<file path="config.mk">
export PLATFORM = sky130hd
export DESIGN_NAME = fsm_ns_flat
export DESIGN_NICKNAME = d
export VERILOG_FILES = /design/src/rtl/fsm_ns_if.sv /design/src/rtl/fsm_ns.sv /design/src/flat_wrapper.sv
export SDC_FILE = /design/constraint.sdc
export NUM_CORES = 1
export LEC_CHECK = 0
export CORE_MARGIN = 1.5
export CORE_UTILIZATION = 44
export CTS_CLUSTER_SIZE = 14
export DETAILED_ROUTE_END_ITERATION = 10
export PLACE_DENSITY = 0.89
export SLEW_MARGIN = 10
export SYNTH_ARGS = -nofsm -noshare
export SYNTH_HDL_FRONTEND = slang
export SYNTH_SLANG_ARGS = --single-unit
</file>
<file path="constraint.sdc">
create_clock -name clk -period 5.3 [get_ports clk]
set_clock_uncertainty 0.2 [all_clocks]
set_input_delay 1.59 -clock clk [delete_from_list [all_inputs] [get_ports clk]]
set_output_delay 1.59 -clock clk [all_outputs]
set_load 0.02 [all_outputs]
</file>
<file path="src/rtl/fsm_ns_if.sv">
// fsm_ns_if: groups the request and status signals of the fsm_ns kernel.
//   master modport: the control logic. It drives frz and t and reads the status.
//   slave modport : the fsm_ns kernel. It reads frz and t and drives the status.
//   frz   - freeze; while high, no transition is taken
//   t     - NS*NS request matrix; bit x*NS+y requests the move x -> y
//   st    - binary state         st_oh - one-hot state
//   ent   - state-entry pulse    pst   - state held before the last transition
//   dwell - saturating count of cycles spent in the current state
interface fsm_ns_if #(
    parameter int NS = 4,
    parameter int DW = 8
);
    localparam int SW = (NS > 1) ? $clog2(NS) : 1;

    logic               frz;
    logic [NS*NS-1:0]   t;
    logic [SW-1:0]      st;
    logic [NS-1:0]      st_oh;
    logic               ent;
    logic [SW-1:0]      pst;
    logic [DW-1:0]      dwell;

    modport master (output frz, output t,
                    input  st, input st_oh, input ent, input pst, input dwell);
    modport slave  (input  frz, input t,
                    output st, output st_oh, output ent, output pst, output dwell);
endinterface

</file>
<file path="src/rtl/fsm_ns.sv">
// fsm_ns: parametrised N-state sequencing kernel. It holds one of NS states and
// moves on per-pair requests taken from the row of the current state. When
// several requests are set in that row, the lowest-index target wins.
//   clk - clock; all updates happen on the rising edge
//   rst - synchronous, active-high reset to RST_ST
//   bus - fsm_ns_if slave: frz, t in; st, st_oh, ent, pst, dwell out
//
// state   | meaning
// --------+------------------------------------------------------------
// 0..NS-1 | legal state; holds, or moves to the lowest requested target
// >= NS   | illegal encoding; recovers to RST_ST on the next edge, ent=1
module fsm_ns #(
    parameter int NS     = 4,
    parameter int RST_ST = 0,
    parameter int DW     = 8
) (
    input  logic   clk,
    input  logic   rst,
    fsm_ns_if.slave bus
);
    localparam int SW = (NS > 1) ? $clog2(NS) : 1;

    logic [SW-1:0] st_q;
    logic [SW-1:0] pst_q;
    logic          ent_q;
    logic [DW-1:0] dwell_q;

    logic [SW-1:0] nxt_d;
    logic          take_d;
    logic          legal;
    logic [NS-1:0] oh;

    assign legal = (32'(st_q) < NS);

    // Scan the row from the top down so that the lowest-index request is
    // written last and wins. The diagonal is skipped.
    always_comb begin
        nxt_d  = '0;
        take_d = 1'b0;
        for (int x = 0; x < NS; x++) begin
            if (st_q == SW'(x)) begin
                for (int y = NS - 1; y >= 0; y--) begin
                    if (y != x && bus.t[x*NS + y]) begin
                        nxt_d  = SW'(y);
                        take_d = 1'b1;
                    end
                end
            end
        end
    end

    // Decoded straight from the state register, so it is all-zero while the
    // encoding is illegal.
    always_comb begin
        oh = '0;
        for (int i = 0; i < NS; i++) begin
            oh[i] = (st_q == SW'(i));
        end
    end

    always_ff @(posedge clk) begin
        if (rst) begin
            st_q    <= SW'(RST_ST);
            pst_q   <= SW'(RST_ST);
            ent_q   <= 1'b0;
            dwell_q <= '0;
        end else if (!legal) begin
            st_q    <= SW'(RST_ST);
            pst_q   <= SW'(RST_ST);
            ent_q   <= 1'b1;
            dwell_q <= '0;
        end else if (take_d && !bus.frz) begin
            st_q    <= nxt_d;
            pst_q   <= st_q;
            ent_q   <= 1'b1;
            dwell_q <= '0;
        end else begin
            ent_q <= 1'b0;
            if (dwell_q != {DW{1'b1}}) begin
                dwell_q <= dwell_q + 1'b1;
            end
        end
    end

    assign bus.st    = st_q;
    assign bus.st_oh = oh;
    assign bus.ent   = ent_q;
    assign bus.pst   = pst_q;
    assign bus.dwell = dwell_q;
endmodule

</file>
<file path="src/flat_wrapper.sv">
// flat-port wrapper written by rule: the top's interface ports become plain ports
module fsm_ns_flat 
#(
    parameter int NS     = 4,
    parameter int RST_ST = 0,
    parameter int DW     = 8
)
  (clk, rst, bus_frz, bus_t, bus_st, bus_st_oh, bus_ent, bus_pst, bus_dwell);
  fsm_ns_if #(.NS(NS), .DW(DW)) bus_i ();
  input  logic clk;
  input  logic rst;
  input wire logic [$bits(bus_i.frz)-1:0] bus_frz;
  input wire logic [$bits(bus_i.t)-1:0] bus_t;
  output wire logic [$bits(bus_i.st)-1:0] bus_st;
  output wire logic [$bits(bus_i.st_oh)-1:0] bus_st_oh;
  output wire logic [$bits(bus_i.ent)-1:0] bus_ent;
  output wire logic [$bits(bus_i.pst)-1:0] bus_pst;
  output wire logic [$bits(bus_i.dwell)-1:0] bus_dwell;
  assign bus_i.frz = bus_frz;
  assign bus_i.t = bus_t;
  assign bus_st = bus_i.st;
  assign bus_st_oh = bus_i.st_oh;
  assign bus_ent = bus_i.ent;
  assign bus_pst = bus_i.pst;
  assign bus_dwell = bus_i.dwell;
  fsm_ns #(.NS(NS), .RST_ST(RST_ST), .DW(DW)) u_core (.clk(clk), .rst(rst), .bus(bus_i));
endmodule
</file>
Word-level counts from Yosys, hierarchy flattened
Index checks and enable logic that the tools add are counted.

Input bits: 19. Bits in read-only memories: 0. Memories kept: 0. Bits in writable memories: 0. Logic and storage cells: 46. Register bits after elaboration: 13. Output and inout bits: 17. Latch bits: 0.

Bitwise operators: 0. Multiply operators: 0. Muxes and demuxes: 33. Reductions and logical operators: 4. Order comparisons: 0. Div/mod/pow operators: 0. Equality and inequality tests: 4. $add $sub $neg: 1. Shift-type cells: 0.

Operator list (count): two-way mux 2 bit (16); two-way mux 1 bit (17); adder 8 x 1 -> 8 bit (second input constant) (1); inequality test 8 bit (second input constant) (1); equality test 2 bit (second input constant) (2); equality test 2 x 1 -> 1 bit (second input constant) (1); zero test 2 bit (1); OR reduction 2 bit (1); logical AND 1 bit (1); zero test 1 bit (1).

Longest topological paths before layout
Depth in word-level cells: 18. Depth in mapped cells: 6. Depth with buffers taken out: 5.

Worst setup path before layout
No wires, ideal clock.

Path kind: input port to flip-flop. From: input port bus_t[12]. To: register u_core.ent_q (netlist: u_core.bus.ent). Stages: 5. Data required time: 4985 ps. Library setup time: 115 ps. Path slack: 2320 ps. Data arrival time: 2665 ps. Buffers on the path: 1. Cell sequence: or4b_1 > nand3_2 > a31oi_4 > buf_6 > and2_1.

Word-level cells in the longest chain between the ends: 4.

Ends and longest elaborated chain: start: declaration (line flat_wrapper.sv:13) `input wire logic [$bits(bus_i.t)-1:0] bus_t;`; two-way mux 1 bit (line fsm_ns.sv:43) `if (y != x && bus.t[x*NS + y]) begin`; two-way mux 1 bit (line fsm_ns.sv:41) `if (st_q == SW'(x)) begin`; logical AND 1 bit (line fsm_ns.sv:72) `end else if (take_d && !bus.frz) begin`; two-way mux 1 bit (line fsm_ns.sv:72); end signal: assignment (line fsm_ns.sv:70) `ent_q <= 1'b1;`; end signal: assignment (line fsm_ns.sv:75) `ent_q <= 1'b1;`; end signal: assignment (line fsm_ns.sv:78) `ent_q <= 1'b0;`; end: declaration (line fsm_ns.sv:25) `logic ent_q;`.

No other way between the ends. A chain may end at the register's enable or synchronous reset.

Worst setup path after layout
From: register u_core.st_q[0] (netlist: u_core.bus.st[0]). To: output port bus_st_oh[1].

Word-level cells in the longest chain between the ends: 1.

Ends and longest elaborated chain: start: declaration (line fsm_ns.sv:23) `logic [SW-1:0] st_q;`; start signal: assignment (line fsm_ns.sv:63) `st_q <= SW'(RST_ST);`; start signal: assignment (line fsm_ns.sv:68) `st_q <= SW'(RST_ST);`; start signal: assignment (line fsm_ns.sv:73) `st_q <= nxt_d;`; equality test 2 x 1 -> 1 bit (line fsm_ns.sv:57) `oh[i] = (st_q == SW'(i));`; end: declaration (line flat_wrapper.sv:15) `output wire logic [$bits(bus_i.st_oh)-1:0] bus_st_oh;`.

No other way between the ends.

==> summary.txt <==
Initial DRT Pass Iterations: 4
Multi-input logic area: 518 um^2
Worst vdd ir: 0.000159 V
Mapped Area: 808 um^2
Slack of the worst reg-to-reg path: 3.17 ns
Final GP Congestion: 0.844
Post-DP HPWL: 1410 um
FILL cells: 155
CP endpoint kind: output port
Worst Tran Pin Value: 0.604 ns
N_diodes: 0
PD cells: 286 mW/mm^2
Top-Level Pins: 36
WL/cell: 12.2 um
CP startpoint kind: register
Hold Crit Class: reg2reg
Yosys warnings: 0
Die H: 45.9 um
Reg2Reg Depth: 4
Final TNS setup: 0 ns
Critical path depth in cells: 2
Final Non-Filler Cells: 145
CTS Sinks: 13
Post-Syn Nets: 109
Clock Path Buffers: 2
Post-CTS Setup Inserts: 0
Final Hold Viols: 0
Critical path buffers and inverters: 1
GRT Overall Usage: 18.9%
Worst path arrival time: 1.75 ns
Final min period: 3.54 ns
Sequential area share after synthesis: 32.2%
Placed cells: 141
Vias in the first global route: 721
Slew headroom: 59.6%
Htree depth: 1
Reg-to-Reg End: u_core.bus.dwell[6]
Clock slew at reported path FFs: 0.09 ns
Final Util: 66.9%
Avg Inst Size Synth: 9.08 um^2
# hold bufs at CTS: 0
Worst r2r src: u_core.bus.st[0]
Detail Route Antenna Nets: 0
Fin nets: 141
Seq cells post-synth: 13
Synth Instances: 89
FMAX: 0.282 GHz
Setup Viol. Count Final: 0
Area growth, synth to finish: 42.9%
FP Rows: 15
Status: finished clean
Register area: 260 um^2
Share of layout cells above drive strength 1: 11.7%
Most common cell after layout, fill and taps aside: clkdlybuf4s50_1
TritonCTS clock tree: built
Clk Latency, worst-skew pair: 0.28 ns
Total Die Area: 0.00210 mm^2
Final period util: 66.8%
Worst setup margin: 1.76 ns
Clock Root Buffer: clkbuf_4
Cell family with the largest share of critical-path delay: flip-flops
Hold Path Cell Cnt: 2
Yosys cell types: 35
Worst path required time: 3.51 ns
CP Cell Sequence: nor2b_1 > clkdlybuf4s50_1
Number of buffers created by CTS: 3
Largest net degree at the start of global routing: 17
Resize count post-CTS: 0
Async SR Flop Fraction: 0%
GR Overflow Total: 0
IO buf count: 31
Slowest cell on crit path: dfxtp_1
DR vias/cell: 5.35
Top FF cell, synth: dfxtp_1
Hold Slack: 0.264 ns
Critical path destination: bus_st_oh[1]
Iteration-0 DRC Markers: 6
Leakage: 0.375 nW
MaxCap Viol Count: 0
Initial antenna violation count: 0
Crit path from: u_core.bus.st[0]
Initial Utilization: 46.8%
Residual DRC: 0
Post-synth EDFFs: 0
Setup WS pre-CTS: 1.70 ns
Core Region: 0.00173 mm^2
Crit Path Class: reg2out
RSZ-0062 raised after global routing: no
Commonest cells after routing, fill and taps aside: 31 x clkdlybuf4s50_1, 13 x dfxtp_1, 9 x nor2_1
First-pass GRT wire length: 2880 um
Die Width: 45.9 um
Via Count: 776
Max Transition Viols Final: 0
Routed wire length: 1780 um
CP max stage delay: 0.62 ns
Crit Path Max Fanout: 16
-- power breakdown --
group          internal, W  switching (W)
Combinational    0.0000674      0.0000715
Sequential        0.000108      0.0000215
Clock            0.0000280      0.0000339
-- Yosys cell counts, types with 2 or more instances --
cell type,count,area share (%)
clkbuf_1,3,1.4
xor2_1,3,3.3
and2_1,2,1.5
mux2i_1,4,5.0
nor2_1,9,4.2
nor3_2,5,6.2
inv_1,2,0.93
a2111oi_2,2,3.7
o31ai_1,2,1.9
nor3_1,5,3.1
o21ai_0,2,1.2
nand4_1,3,2.3
o2111ai_1,2,2.2
nand3_1,3,1.9
nor2b_1,3,2.3
dfxtp_1,13,32
nand2_1,8,3.7
-- registers in the layout, summed over array words and instances, names as in the netlist --
| signal | count |
|---|---|
| u_core.bus.pst | 2 |
| u_core.bus.dwell | 8 |
| u_core.bus.st | 2 |
| u_core.bus.ent | 1 |
-- kinds of logic after synthesis --
logic type / Yosys count / synth area share [%]
and+or+nand+nor: 45 / 32.7
adders and majority gates: 1 / 1.55
AOI/OAI and AO/OA: 17 / 21.7
xor gates and xnor gates: 3 / 3.25
muxes: 4 / 4.95
buffers and inverters: 6 / 3.72
DFF: 13 / 32.2
-- area by class of cell --
class / instances / share of cell area (%)
clock buffer: 3 / 1.95
clock inverter: 1 / 0.433
inverter: 2 / 0.650
multi-input combinational: 70 / 44.9
sequential: 13 / 22.5
tap: 25 / 2.71
timing repair buffer: 31 / 26.9
-- routing by layer --
metal	part of all wire, %	global-route usage, %
met1	43	20.0
met2	51	34.2
met3	5.5	4.76
met5	0	0
met4	0.56	8.57
-- through the flow --
stage               power (W)  instance area [um^2]
floorplan            0.000215                   808
global placement     0.000268                  1130
detailed placement   0.000271                  1130
CTS                  0.000334                  1150
global route         0.000352                  1150
finish               0.000331                  1150
-- worst min-delay path, stage by stage, from the launching register on --
cell	delay (ns)
dfxtp_1	0.32
nand2_1	0.05
mux2i_1	0.05
-- how the worst min path moves through the flow --
stage	from	to	slack, ns
2_1_floorplan	u_core.bus.pst[0]	u_core.bus.pst[0]	0.33
3_3_place_gp	u_core.bus.pst[1]	u_core.bus.pst[1]	0.25
3_5_place_dp	u_core.bus.pst[1]	u_core.bus.pst[1]	0.26
4_1_cts	u_core.bus.pst[1]	u_core.bus.pst[1]	0.27
5_1_grt	u_core.bus.pst[1]	u_core.bus.pst[1]	0.30
6_report	u_core.bus.pst[1]	u_core.bus.pst[1]	0.26
No activity file was read; power rests on OpenSTA's default activity.
